**config.mk**
```make
export PLATFORM = sky130hd
export DESIGN_NAME = fir_lpf_serial
export DESIGN_NICKNAME = d
export VERILOG_FILES = /design/src/rtl/fir_lpf_serial.sv
export SDC_FILE = /design/constraint.sdc
export NUM_CORES = 2
export LEC_CHECK = 0
export BUFFER_PORTS_ARGS = -buffer_cell sky130_fd_sc_hd__buf_4
export CAP_MARGIN = 5
export CORE_UTILIZATION = 69
export DETAILED_ROUTE_END_ITERATION = 6
export PLACE_DENSITY = 0.89
export SYNTH_ARGS = -nofsm -noshare
export SYNTH_HDL_FRONTEND = slang
export SYNTH_SLANG_ARGS = --single-unit
```
**constraint.sdc**
```tcl
create_clock -name clk -period 13.2 [get_ports clk]
set_input_delay 1.32 -clock clk [delete_from_list [all_inputs] [get_ports clk]]
set_output_delay 1.32 -clock clk [all_outputs]
set_load 0.005 [all_outputs]
```
**src/rtl/fir_lpf_serial.sv**
```systemverilog
// Single-MAC serial FIR low-pass filter. Each rising edge of clk_20k captures one
// sample into a circular delay line, then TAPS products are accumulated one per clock.
module fir_lpf_serial #(
  parameter int DW   = 16,
  parameter int CW   = 16,
  parameter int TAPS = 16,
  parameter int OW   = DW + CW + $clog2(TAPS)
) (
  input  logic                    clk,
  input  logic                    rst,
  input  logic                    clk_20k,
  input  logic signed [DW-1:0]    din,
  input  logic                    coef_we,
  input  logic [$clog2(TAPS)-1:0] coef_addr,
  input  logic signed [CW-1:0]    coef_data,
  output logic signed [OW-1:0]    dout,
  output logic                    dout_valid,
  output logic                    busy,
  output logic                    overrun
);
  localparam int AW = $clog2(TAPS);
  localparam int PW = DW + CW;

  typedef enum logic [1:0] {IDLE, MAC, DONE} state_e;

  state_e                state_q, state_d;
  logic                  clk_20k_prev_q, clk_20k_prev_d;
  logic [AW-1:0]         wptr_q, wptr_d;
  logic [AW-1:0]         k_q, k_d;
  logic signed [OW-1:0]  acc_q, acc_d;
  logic signed [OW-1:0]  dout_q, dout_d;
  logic                  dout_valid_q, dout_valid_d;
  logic                  overrun_q, overrun_d;
  logic signed [DW-1:0]  delay_q [TAPS];
  logic signed [DW-1:0]  delay_d [TAPS];
  logic signed [CW-1:0]  coef_q  [TAPS];
  logic signed [CW-1:0]  coef_d  [TAPS];

  logic                  tick, busy_w, coef_wr;
  logic [AW-1:0]         rd_idx;
  logic signed [PW-1:0]  prod;

  assign tick    = clk_20k & ~clk_20k_prev_q;
  assign busy_w  = (state_q != IDLE);
  assign coef_wr = coef_we & ~busy_w & ~tick;

  // wptr already points past the newest sample once MAC starts
  assign rd_idx  = wptr_q - AW'(1) - k_q;
  assign prod    = coef_q[k_q] * delay_q[rd_idx];

  always_comb begin
    state_d        = state_q;
    clk_20k_prev_d = clk_20k;
    wptr_d         = wptr_q;
    k_d            = k_q;
    acc_d          = acc_q;
    dout_d         = dout_q;
    dout_valid_d   = 1'b0;
    overrun_d      = overrun_q | (tick & busy_w);
    delay_d        = delay_q;
    coef_d         = coef_q;
    if (coef_wr) coef_d[coef_addr] = coef_data;
    unique case (state_q)
      IDLE: begin
        if (tick) begin
          delay_d[wptr_q] = din;
          wptr_d          = wptr_q + AW'(1);
          acc_d           = '0;
          k_d             = '0;
          state_d         = MAC;
        end
      end
      MAC: begin
        acc_d = acc_q + OW'(prod);
        k_d   = k_q + AW'(1);
        if (k_q == AW'(TAPS - 1)) state_d = DONE;
      end
      DONE: begin
        dout_d       = acc_q;
        dout_valid_d = 1'b1;
        state_d      = IDLE;
      end
      default: state_d = IDLE;
    endcase
  end

  // Edge register resets high so a level already high at release is not a capture
  always_ff @(posedge clk) begin
    if (rst) begin
      state_q        <= IDLE;
      clk_20k_prev_q <= 1'b1;
      wptr_q         <= '0;
      k_q            <= '0;
      acc_q          <= '0;
      dout_q         <= '0;
      dout_valid_q   <= 1'b0;
      overrun_q      <= 1'b0;
      for (int i = 0; i < TAPS; i++) begin
        delay_q[i] <= '0;
        coef_q[i]  <= '0;
      end
    end else begin
      state_q        <= state_d;
      clk_20k_prev_q <= clk_20k_prev_d;
      wptr_q         <= wptr_d;
      k_q            <= k_d;
      acc_q          <= acc_d;
      dout_q         <= dout_d;
      dout_valid_q   <= dout_valid_d;
      overrun_q      <= overrun_d;
      delay_q        <= delay_d;
      coef_q         <= coef_d;
    end
  end

  assign dout       = dout_q;
  assign dout_valid = dout_valid_q;
  assign busy       = busy_w;
  assign overrun    = overrun_q;

endmodule

```
==> results.json <==
{
  "path_clk_slew_ps": 70,
  "clock_insertion_delay_worst_skew_ps": 660,
  "synth-warning-count": 0,
  "layout_min_cycle_time_ps": 10580,
  "finish.net_count": 4586,
  "leakage_uw": 0.0156,
  "synth_top_cell_by_area": "dfxtp_1",
  "number_of_cells_upsized_or_downsized_after_cts": 0,
  "grtUsageTotal": 0.371,
  "hp-class": "flip-flop to flip-flop",
  "worst_r2r_startpoint": "k_q[0]",
  "globalRouteOverflowTotal": 0,
  "pwr_density_cell_mw_per_mm2": 97.0,
  "timing.hold.worst_path_depth": 2,
  "grt_setup_unrepaired": "false",
  "cellInternalPower_uw": 2910,
  "syn-cell-area_mm2": 0.0367,
  "first_global_vias": 30500,
  "clock-sinks": 597,
  "worstPathRequired_ps": 13720,
  "antenna_found_initial": 3,
  "synthToLayoutAreaGrowth_pct": 7.30,
  "worst-slew-pin-transition_ps": 1260,
  "timing.setup.tns_ps": 0,
  "timing.critical_path.to_type": "flip-flop",
  "post-cts-setup-buffer-count": 0,
  "post_synth_inst_count": 4216,
  "remaining_drc_errors": 1,
  "power.share.switching": 0.239,
  "dieWidth_um": 233,
  "final_antenna_net_count": 0,
  "hold_buffers": 0,
  "min_delay_worst_endpoint": "delay_q[107]",
  "failed_checks": "DRC",
  "postSynthNetCount": 4686,
  "wire_length_of_the_first_global_routing_pass_mm": 158,
  "synthTopCellsByCount": "nand2_1, dfxtp_1, a21oi_1, inv_1, fa_1",
  "synth_area_leaders": "dfxtp_1, fa_1, nand2_1, mux4_2, a21oi_1",
  "synth_top_cell_area_share": 0.326,
  "tritoncts": "built",
  "effective_utilization_at_floorplan": 0.699,
  "timing_worst_setup_path_type": "flip-flop to flip-flop",
  "clock.fmax_ghz": 0.0946,
  "io_pins": 79,
  "setup_viol": 0,
  "buffer_ports.inserted": 78,
  "maxSlewHeadroom": 0.152,
  "stage_delay_of_the_slowest_cell_on_the_critical_path_ps": 1270,
  "drt-vias-per-instance": 6.23,
  "ys_seq_area_frac": 0.326,
  "1st_iter_drt_viols": 3522,
  "power.share.clock": 0.464,
  "syn_avg_cell_area_um2": 8.71,
  "power.ir.vdd_worst_uv": 131,
  "antenna_cells": 0,
  "drive_above_1_share": 0.0993,
  "pwr-share-comb": 0.059,
  "fp.dieH_um": 233,
  "p_switching_uw": 913,
  "routed_wire_length_per_instance_um": 20.4,
  "worstPathArrival_ps": 11100,
  "fin_cells": 4849,
  "gp_congestion": 0.912,
  "timing.reg2reg.setup_slack_ps": 2620,
  "maxCapViolCount": 0,
  "yosys_register_bits": 597,
  "synth-async-reset-ratio": 0,
  "largest_net_degree_at_the_start_of_global_routing": 234,
  "worst_hold_start": "delay_q[107]",
  "clock_skew_ps": 41.5,
  "overall_die_area_mm2": 0.0541,
  "seq_power_share": 0.477,
  "dpl.cell_count": 4742,
  "drtPass1Iterations": 7,
  "cts_inserted_buffers": 59,
  "drt-total-wl_mm": 99.0,
  "yosysMostFrequentCell": "nand2_1",
  "ctsRootBufferMaster": "clkbuf_16",
  "vias": 30200,
  "htree_num_levels": 2,
  "timing.critical_path.from_type": "flip-flop",
  "run_status": "complete, but fails checks",
  "detailed_place_hpwl_mm": 63.7,
  "ff2ff_path_depth": 29,
  "ctsLongestPathBuffers": 3,
  "ys_types": 59,
  "r2r_end": "acc_q[35]",
  "highest_fanout_seen_on_the_critical_path": 34,
  "hold_viol_final": 0,
  "dominantRegCellSynth": "dfxtp_1",
  "final.period_utilization": 0.801,
  "cp_slowest_cell": "fa_4",
  "number_of_enable_flip_flop_cells_after_synthesis": 0,
  "rows": 84,
  "core_area_mm2": 0.0526,
  "slew_violations": 0
}
==> kinds of logic after synthesis <==
logic type,count (synthesis),share of synthesized area
AOI/OAI and AO/OA,685,0.101
xor gates and xnor gates,44,0.0107
adders and majority gates,430,0.211
buffers and inverters,681,0.0755
DFF,597,0.326
muxes,193,0.0996
and+or+nand+nor,1586,0.176
==> worst max-delay path by stage <==
stage,from,to,slack [ps],cells past startpoint
floorplan,k_q[0],acc_q[30],4810,35
global placement,k_q[0],acc_q[35],3110,29
detailed placement,k_q[0],acc_q[35],2790,29
CTS,k_q[0],acc_q[35],2740,29
global route,k_q[0],acc_q[35],2180,29
finish,k_q[0],acc_q[35],2620,29
==> layout by cell type, fill, tap and decap left out, drive strengths merged, types with 16 or more instances in the layout <==
cell | Yosys | final
a21oi | 583 | 583
and2 | 16 | 16
buf | 88 | 130
clkbuf | 203 | 83
clkinv | 1 | 16
dfxtp | 597 | 597
fa | 316 | 316
ha | 114 | 114
inv | 389 | 390
mux2i | 49 | 49
mux4 | 137 | 137
nand2 | 1208 | 1208
nand2b | 29 | 29
nand3 | 50 | 50
nor2 | 155 | 155
nor2b | 86 | 86
o21ai | 22 | 22
xnor2 | 29 | 29
==> final cells by class <==
type / instances / area, um^2
repair buffers: 130 / 996
well taps: 688 / 861
multi-input cells: 2938 / 22100
clock inverters: 23 / 342
clock buffers: 83 / 1690
fillers: 3444 / 13200
flip-flops and latches: 597 / 12000
inverters: 390 / 1460
==> flip-flops by register name, summed over array words and instances, names as in the netlist <==
name and count:
dout 36, wptr_q 4, clk_20k_prev_q 1, acc_q 36, overrun 1, k_q 4, dout_valid 1, delay_q 256
state_q 2, coef_q 256
==> through the flow <==
stage / total power [uW] / worst slack [ps] / utilization / area [um^2] / hold slack [ps]
finish: 3820 / 2620 / 0.750 / 39400 / 453
global route: 3910 / 2180 / 0.750 / 39400 / 468
CTS: 3820 / 2740 / 0.749 / 39400 / 453
detailed placement: 2080 / 2790 / 0.711 / 37300 / 444
global placement: 2080 / 3110 / 0.711 / 37300 / 438
floorplan: 2020 / 4810 / - / 36700 / 433
==> power by group through the flow <==
stage | logic (uW) | clock network (uW) | registers [uW]
final | 227 | 1770 | 1820
after global routing | 238 | 1850 | 1820
after CTS | 219 | 1770 | 1820
after detailed placement | 217 | 0 | 1860
after global placement | 215 | 0 | 1860
after floorplan | 166 | 0 | 1860
==> worst max-delay path, delay by kind of cell (launching register included) <==
family                     cells  cell delay (ps)
muxes                          2              960
buffers and inverters          7             1180
adders and majority gates      9             5000
and+or+nand+nor                4              560
xor gates and xnor gates       1              140
AOI/OAI and AO/OA              6             2020
DFF                            1              530
==> per-layer routing <==
layer	vias up	GRT usage	share of wire
li1	13300	-	-
met1	14500	0.480	0.37
met2	1955	0.591	0.47
met3	415	0.0886	0.12
met4	2	0.171	0.042
met5	-	0	0.00012
No activity file was read; power rests on OpenSTA's default activity.
